===== src/rtl/handshake_burst_requester.sv =====
// ---------------------------------------------------------------------------
// handshake_burst_requester
//
// Upstream half of the request/accept/done handshake. Incoming words are
// buffered in a small FIFO. While words are waiting, the block raises
// `request` for one burst of up to MAX_BURST words. It pops one word per
// cycle in which the controller holds `accept`, then waits for the
// controller's `done` pulse before it starts the next burst.
//
// Parameters
//   DATA_W     width of buffered words
//   DEPTH      FIFO entries (power of two, >= 2)
//   MAX_BURST  words per burst, 1..DEPTH
//   TIMEOUT    stall cycles before timeout_err (timeout build only)
//
// Ports
//   clk, rst              clock (rising edge), async active-high reset
//   in_valid/in_ready     upstream push handshake; in_ready = !full
//   in_data               upstream word
//   accept                controller is accepting words
//   done                  controller's one-cycle burst-complete pulse
//   request               a burst is in progress (state REQ)
//   out_valid/out_data    word transferred this cycle / FIFO head
//   level                 FIFO occupancy
//   busy                  FSM not idle
//   burst_done            done observed while waiting for it
//   timeout_err           sticky stall error
//
// Build option
//   HS_REQ_TIMEOUT_EN : when defined, a stall counter aborts a burst that
//   sees no progress for TIMEOUT cycles and sets timeout_err. When not
//   defined, timeout_err is tied low and the FSM waits indefinitely.
// ---------------------------------------------------------------------------
`timescale 1ns/1ps

module handshake_burst_requester #(
    parameter int DATA_W    = 8,
    parameter int DEPTH     = 8,
    parameter int MAX_BURST = 4,
    parameter int TIMEOUT   = 16
) (
    input  logic                   clk,
    input  logic                   rst,
    input  logic                   in_valid,
    output logic                   in_ready,
    input  logic [DATA_W-1:0]      in_data,
    input  logic                   accept,
    input  logic                   done,
    output logic                   request,
    output logic                   out_valid,
    output logic [DATA_W-1:0]      out_data,
    output logic [$clog2(DEPTH):0] level,
    output logic                   busy,
    output logic                   burst_done,
    output logic                   timeout_err
);

    localparam int AW = $clog2(DEPTH);
    localparam int RW = $clog2(MAX_BURST) + 1;
    localparam logic [AW:0] LVL_FULL = (AW+1)'(DEPTH);
    localparam logic [AW:0] LVL_MAXB = (AW+1)'(MAX_BURST);

    typedef enum logic [1:0] {
        IDLE,
        REQ,
        WAIT_DONE
    } state_t;

    state_t            state;
    state_t            state_nxt;
    logic [RW-1:0]     rem;
    logic [RW-1:0]     rem_nxt;
    logic [DATA_W-1:0] mem [DEPTH];
    logic [AW-1:0]     wr_ptr;
    logic [AW-1:0]     rd_ptr;
    logic              full;
    logic              push;
    logic              pop;

    // Full is taken from the registered level only, so a pop in the same
    // cycle never opens room for a push while full.
    assign full       = (level == LVL_FULL);
    assign in_ready   = !full;
    assign push       = in_valid && !full;
    assign request    = (state == REQ);
    assign out_valid  = request && accept;
    assign pop        = out_valid;
    assign out_data   = mem[rd_ptr];
    assign busy       = (state != IDLE);
    assign burst_done = done && (state == WAIT_DONE);

    // Storage carries no reset; validity is tracked by the pointers/level.
    always_ff @(posedge clk) begin
        if (push) begin
            mem[wr_ptr] <= in_data;
        end
    end

    // Pointers wrap naturally at DEPTH; the extra level bit separates
    // full from empty.
    always_ff @(posedge clk or posedge rst) begin
        if (rst) begin
            wr_ptr <= '0;
            rd_ptr <= '0;
            level  <= '0;
        end else begin
            if (push) begin
                wr_ptr <= wr_ptr + AW'(1);
            end
            if (pop) begin
                rd_ptr <= rd_ptr + AW'(1);
            end
            case ({push, pop})
                2'b10:   level <= level + (AW+1)'(1);
                2'b01:   level <= level - (AW+1)'(1);
                default: ;
            endcase
        end
    end

`ifdef HS_REQ_TIMEOUT_EN
    localparam int SW = $clog2(TIMEOUT + 1);

    logic [SW-1:0] stall_cnt;
    logic [SW-1:0] stall_nxt;
    logic          err_q;
    logic          err_set;
`endif

    // Burst length is latched once on leaving IDLE; words arriving during
    // the burst wait for the next one. Because rem <= level at latch time
    // and nothing else pops, the FIFO cannot run dry in REQ.
    always_comb begin
        state_nxt = state;
        rem_nxt   = rem;
`ifdef HS_REQ_TIMEOUT_EN
        stall_nxt = '0;
        err_set   = 1'b0;
`endif
        case (state)
            IDLE: begin
                if (level != '0) begin
                    rem_nxt   = (level > LVL_MAXB) ? RW'(MAX_BURST) : level[RW-1:0];
                    state_nxt = REQ;
                end
            end
            REQ: begin
                if (accept) begin
                    rem_nxt = rem - RW'(1);
                    if (rem == RW'(1)) begin
                        state_nxt = WAIT_DONE;
                    end
                end
            end
            WAIT_DONE: begin
                if (done) begin
                    state_nxt = IDLE;
                end
            end
            default: state_nxt = IDLE;
        endcase
`ifdef HS_REQ_TIMEOUT_EN
        // Any cycle without progress counts; the TIMEOUT-th one aborts the
        // burst and leaves unsent words in the FIFO.
        if ((state == REQ && !accept) || (state == WAIT_DONE && !done)) begin
            if (stall_cnt == SW'(TIMEOUT - 1)) begin
                err_set   = 1'b1;
                state_nxt = IDLE;
            end else begin
                stall_nxt = stall_cnt + SW'(1);
            end
        end
`endif
    end

    always_ff @(posedge clk or posedge rst) begin
        if (rst) begin
            state <= IDLE;
            rem   <= '0;
        end else begin
            state <= state_nxt;
            rem   <= rem_nxt;
        end
    end

`ifdef HS_REQ_TIMEOUT_EN
    always_ff @(posedge clk or posedge rst) begin
        if (rst) begin
            stall_cnt <= '0;
            err_q     <= 1'b0;
        end else begin
            stall_cnt <= stall_nxt;
            if (err_set) begin
                err_q <= 1'b1;
            end
        end
    end

    assign timeout_err = err_q;
`else
    logic unused_timeout;

    assign timeout_err    = 1'b0;
    assign unused_timeout = ^TIMEOUT;
`endif

endmodule


===== config.mk =====
export PLATFORM = sky130hd
export DESIGN_NAME = handshake_burst_requester
export DESIGN_NICKNAME = d
export VERILOG_FILES = /design/src/rtl/handshake_burst_requester.sv
export SDC_FILE = /design/constraint.sdc
export NUM_CORES = 1
export LEC_CHECK = 0
export ABC_AREA = 1
export ABC_CLOCK_PERIOD_IN_PS = 3600
export BUFFER_PORTS_ARGS = -buffer_cell sky130_fd_sc_hd__buf_2
export CAP_MARGIN = 15
export CORE_ASPECT_RATIO = 0.6
export CORE_MARGIN = 2
export CORE_UTILIZATION = 63
export DETAILED_ROUTE_END_ITERATION = 16
export HOLD_SLACK_MARGIN = 0.15
export PLACE_DENSITY = 0.87
export SLEW_MARGIN = 40
export SYNTH_ARGS = -nofsm -noshare
export SYNTH_HDL_FRONTEND = slang
export SYNTH_SLANG_ARGS = --single-unit
export TNS_END_PERCENT = 20

===== constraint.sdc =====
create_clock -name clk -period 3.6 [get_ports clk]
set_clock_uncertainty 0.05 [all_clocks]
set_input_delay 0.36 -clock clk [delete_from_list [all_inputs] [get_ports clk]]
set_output_delay 0.36 -clock clk [all_outputs]
set_load 0.05 [all_outputs]

# Word-level counts from Yosys, hierarchy flattened
# Memories as Yosys holds them, arrays and structs flattened.
# Index checks and enable logic that the tools add are counted.
word_totals:
  register_bits: 15
  mem_bits_rw: 64
  inputBits: 13
  output_inout_bits: 18
  elab_cells: 45
  mem_count: 1
mem_list:
  columns: ["memory", "depth", "width", "read_ports", "rd_clocked_by_memory_dff", "write_ports", "line_no", "rtl"]
  rows:
  - ["mem", 8, 8, 1, 0, 1, "73", "logic [DATA_W-1:0] mem [DEPTH];"]
classes:
  addsub: 5
  order_cmp: 1
  n_eq_ne: 10
  n_mux: 12
  reduce_logical: 11
op_table:
  columns: ["operator", "count"]
  rows:
  - ["$mux W3", 3]
  - ["$mux W2", 4]
  - ["$pmux W4 S2", 1]
  - ["$add A3 B1 Y3 const B", 2]
  - ["$ne A2 B2 Y1 const B", 3]
  - ["$pmux W2 S3", 1]
  - ["$pmux W3 S2", 1]
  - ["$reduce_bool A2 Y1", 3]
  - ["$add A4 B1 Y4 const B", 1]
  - ["$eq A2 B1 Y1 const B", 2]
  - ["$eq A2 B2 Y1 const B", 2]
  - ["$eq A4 B4 Y1 const B", 1]
  - ["$gt A4 B3 Y1 const B", 1]
  - ["$reduce_and A4 Y1", 1]
  - ["$reduce_bool A4 Y1", 1]
  - ["$sub A4 B1 Y4 const B", 1]
  - ["$eq A3 B1 Y1 const B", 1]
  - ["$logic_and A1 B1 Y1", 3]
  - ["$reduce_and A3 Y1", 1]
  - ["$sub A3 B1 Y3 const B", 1]
  - ["$logic_not A2 Y1", 1]
  - ["$mux W1", 2]
  - ["$ne A2 B1 Y1 const B", 1]
  - ["$logic_not A1 Y1", 1]

# Depth between registers and ports, before layout
depth:
  word_depth: 5
  mapped_depth: 13
  ltp_nobuf: 13

# Least setup slack after synthesis
# Ideal clock, no wire load.
synth_path:
  path_kind: "reg-to-reg"
  from: "reg state[1]"
  to: "reg level[2]"
  arrival_time_ps: 2312
  required_time_ps: 3421
  slack_ps: 1109
  path_stages_with_launch: 12
  path_buffers: 0
  synth_period_minus_slack_ps: 2491
  path_cell_list: "dfrtp_1 nor2_4 nand2_1 inv_1 ha_1 nand2_1 inv_1 nor2_1 ha_1 a21oi_1 xor2_1 o21ai_0"
synth_between:
  elab_chain_cells: 4
  word_cells_on_any_way: 6
  classes_between: "3 x eq/ne; 1 x mux; 2 x reduce/logical"
synth_lines:
  columns: ["item", "line_no", "rtl"]
  rows:
  - ["start: declaration", "69", "state_t state;"]
  - ["start signal: assignment", "181", "state <= state_nxt;"]
  - ["$eq A2 B1 Y1 *", "85", "assign request = (state == REQ);"]
  - ["net request", "49", "output logic request,"]
  - ["$logic_and A1 B1 Y1 *", "86", "assign out_valid = request && accept;"]
  - ["net out_valid", "50", "output logic out_valid,"]
  - ["$eq A2 B1 Y1 or $eq A2 B2 Y1 (tied branches)", "113", "case ({push, pop})"]
  - ["$pmux W4 S2 or $reduce_bool A2 Y1 (tied branches)", null, null]
  - ["end signal: assignment", "114", "2'b10: level <= level + (AW+1)'(1);"]
  - ["end signal: assignment", "115", "2'b01: level <= level - (AW+1)'(1);"]
  - ["end: declaration", "52", "output logic [$clog2(DEPTH):0] level,"]
# Mark *: on every way through the listed nets, which the timed path passes. The rest lies on a longest branch.
# A chain may end at the register's enable or synchronous reset.

# Worst setup path in the final report
layout_path:
  from: "reg rd_ptr[0]"
  to: "out out_data[5]"
layout_between:
  elab_chain_cells: 1
layout_lines:
  columns: ["item", "line_no", "rtl"]
  rows:
  - ["start: declaration", "75", "logic [AW-1:0] rd_ptr;"]
  - ["start signal: assignment", "111", "rd_ptr <= rd_ptr + AW'(1);"]
  - ["$mem_v2 Z8 W8", null, null]
  - ["end: declaration", "51", "output logic [DATA_W-1:0] out_data,"]
# No other way between the ends.

==> run summary <==
• post-synthesis net count: 335
• Syn Area/Cell: 10.9 um^2
• Synth Flop Type: sky130_fd_sc_hd__edfxtp_1
• clock root buffer master: sky130_fd_sc_hd__clkbuf_8
• final critical path time including I/O delays and setup: 2.60 ns
• number of ports placed on the die boundary: 31
• Slew headroom: 0.423
• EDFF count, synth: 64
• vias in the first global route: 2,184
• Core Footprint: 0.00515 mm^2
• kind of critical path: register to primary output
• grt peak-use layer: met2
• layout cells sized above 1: 0.168
• Die Height: 61.3 um
• most area-hungry cell type in the Yosys netlist: sky130_fd_sc_hd__edfxtp_1
• aggregate negative setup slack: 0 ns
• worst-margin pin slew: 0.863 ns
• length in cells of the worst reg-to-reg path: 11
• YS warnings: 0
• flops & latches, synth: 79
• worst min-delay path class: input pin to register
• Pwr per Cell Area: 952 mW/mm^2
• capturing point of the worst reg2reg path: level[2]
• number of instances resized during post-cts repair: 0
• global placer's final weighted congestion: 0.790
• Syn-to-layout area delta: 11.3%
• Startpoint Class: register
• post-layout net count: 367
• total setup buffers inserted after CTS: 0
• Worst R2R Start: state[1]
• final critical-path share of the clock period: 0.723
• unrepaired setup endpoints after global routing: no
• maximum clock path buffer count: 2
• detail-routed net length per standard cell: 16.5 um
• overall routing resource usage: 0.249
• met2 Resource Use GR: 0.380
• Total Die Area: 0.00610 mm^2
• GRT met1 Usage: 0.329
• initial antenna violation count: 0
• clock tree from TritonCTS: yes
• DRT Pass-1 Iters: 5
• Synth Instances: 315
• Die X: 99.5 um
• run status: finished, final reports clean
• detailed router's first-iteration violation count: 163
• sequential area share after synthesis: 0.666
• total number of clock tree sinks: 79
• Yosys cell types: 24
• internal reg-to-reg setup slack: 1.50 ns
• cell types occupying the most area after synthesis: sky130_fd_sc_hd__edfxtp_1 56%, sky130_fd_sc_hd__dfrtp_1 11%, sky130_fd_sc_hd__nand2_1 6.5%
• most common library cell in the layout ignoring fill and taps: sky130_fd_sc_hd__edfxtp_1
• IO buf count: 29
• largest net degree at the start of global routing: 35
• commonest cells after routing, fill and taps aside: 64 x sky130_fd_sc_hd__edfxtp_1, 60 x sky130_fd_sc_hd__nand2_1, 54 x sky130_fd_sc_hd__nor2_1
• clock insertion delay at the later pin of the skew report: 0.35 ns
• Initial Util: 0.669
• H-tree depth: 3
• total CTS buffers: 9
• endpoints failing setup: 0
• first element of the critical path: rd_ptr[0]
• maximum vdd ir drop: 0.000554 V
• average via count per standard cell: 5.52
• CP max FO: 33
• data required time of the worst path: 3.19 ns
• number of inserted diodes: 0
• Max Cap Violations: 0
• P_leak: 0.00153 uW
• wire length of the first global-routing pass: 10,700 um
• DRC violation count after routing: 0
• Critical Path Sink: out_data[5]
• number of nets with antenna violations after routing: 0
• Worst Setup End Kind: primary output
• total standard cell area after synthesis: 0.00345 mm^2
• hold bufs inserted after CTS: 2
• Final Max Tran Viols: 0
• overall power: 3650 uW
• number of vias after detailed routing: 2,309
• gr ovfl total: 0
• maximum operating frequency: 384 MHz
• Reg clk slew, reported paths: 0.08 ns
• async set or reset register ratio after synthesis: 0.190
• Critical Path AT: 2.19 ns
• final wirelength: 6880 um
• standard-cell row count: 20
• met3 usage in global routing: 0.107
• placed wire-length estimate after detailed placement: 4500 um
• Final Hold Violating Endpoints: 0
• area share of the largest cell type after synthesis: 0.558
• number of inserted filler cells in the final layout: 348
==> power by group <==
part | leakage [uW] | internal, uW | total [uW] | switching, uW
sequential | 0.000761 | 1190 | 1380 | 195
clock | 0.000100 | 384 | 686 | 302
combinational | 0.000664 | 428 | 1580 | 1160
==> through the flow <==
step,instances,hold slack [ns],util,worst slack [ns],area (um^2)
2_1_floorplan,315,0.211,-,1.11,3450
3_3_place_gp,400,0.391,0.697,1.47,3590
3_5_place_dp,400,0.391,0.698,1.39,3600
4_1_cts,418,0.218,0.742,1.00,3830
5_1_grt,418,0.227,0.744,0.859,3830
6_report,418,0.234,0.744,0.997,3830
==> worst max-delay path, cell delays in order, from the launching register on <==
cell and delay, ns:
sky130_fd_sc_hd__dfrtp_1 0.58, sky130_fd_sc_hd__inv_2 0.53, sky130_fd_sc_hd__nor2_1 0.10, sky130_fd_sc_hd__o21ai_1 0.20, sky130_fd_sc_hd__nand2_1 0.09, sky130_fd_sc_hd__nand2_1 0.08, sky130_fd_sc_hd__buf_2 0.26
==> state kept, by name (all words and copies together) (netlist names) <==
register,cells
mem,64
level,4
rd_ptr,3
rem,3
wr_ptr,3
state,2
==> how the worst min path moves through the flow <==
stage / startpoint / end / slack [ns] / depth (start not counted)
3_3_place_gp: rst / state[0] / 0.39 / 2
4_1_cts: in_data[4] / mem[5][4] / 0.22 / 1
6_report: in_data[4] / mem[7][4] / 0.23 / 1
3_5_place_dp: rst / rem[1] / 0.39 / 2
5_1_grt: in_data[3] / mem[6][3] / 0.23 / 1
2_1_floorplan: rst / level[0] / 0.21 / 1
==> layer usage <==
metal / wire, um / vias up / part of all wire
met5: 0 / - / 0
met4: 65 / 0 / 0.0094
met3: 711 / 8 / 0.10
met2: 3100 / 113 / 0.45
met1: 3010 / 1067 / 0.44
li1: - / 1121 / -
==> synthesized netlist by cell type (2+ instances only) <==
| master | instances |
|---|---|
| sky130_fd_sc_hd__edfxtp_1 | 64 |
| sky130_fd_sc_hd__nand2_1 | 60 |
| sky130_fd_sc_hd__nor2_1 | 57 |
| sky130_fd_sc_hd__o21ai_1 | 30 |
| sky130_fd_sc_hd__o21ai_0 | 27 |
| sky130_fd_sc_hd__inv_1 | 16 |
| sky130_fd_sc_hd__dfrtp_1 | 15 |
| sky130_fd_sc_hd__ha_1 | 7 |
| sky130_fd_sc_hd__nand3_1 | 6 |
| sky130_fd_sc_hd__nor2_2 | 5 |
| sky130_fd_sc_hd__xor2_1 | 5 |
| sky130_fd_sc_hd__buf_2 | 4 |
| sky130_fd_sc_hd__buf_6 | 4 |
| sky130_fd_sc_hd__buf_4 | 3 |
| sky130_fd_sc_hd__inv_2 | 2 |
| sky130_fd_sc_hd__xnor2_1 | 2 |
==> layout make-up <==
class | count | area [um^2] | area share
clock buffer | 9 | 124 | 0.0323
clock inverter | 7 | 87.6 | 0.0228
inverter | 19 | 71.3 | 0.0186
multi-input combinational | 206 | 998 | 0.260
sequential | 79 | 2300 | 0.599
tap | 66 | 82.6 | 0.0215
timing repair buffer | 32 | 173 | 0.0450
==> cells by family (layout without fill, tap and decap cells) <==
| group | count (synthesis) | in the layout | synth area share |
|---|---|---|---|
| simple gates | 132 | 132 | 0.157 |
| flops | 79 | 79 | 0.666 |
| compound gates | 59 | 59 | 0.0860 |
| buf+inv | 30 | 67 | 0.0461 |
| fa+ha+maj | 7 | 7 | 0.0254 |
| xor+xnor | 7 | 7 | 0.0178 |
| other cells | 1 | 1 | 0.00109 |
Note: power is estimated with default switching activity, not from simulation.
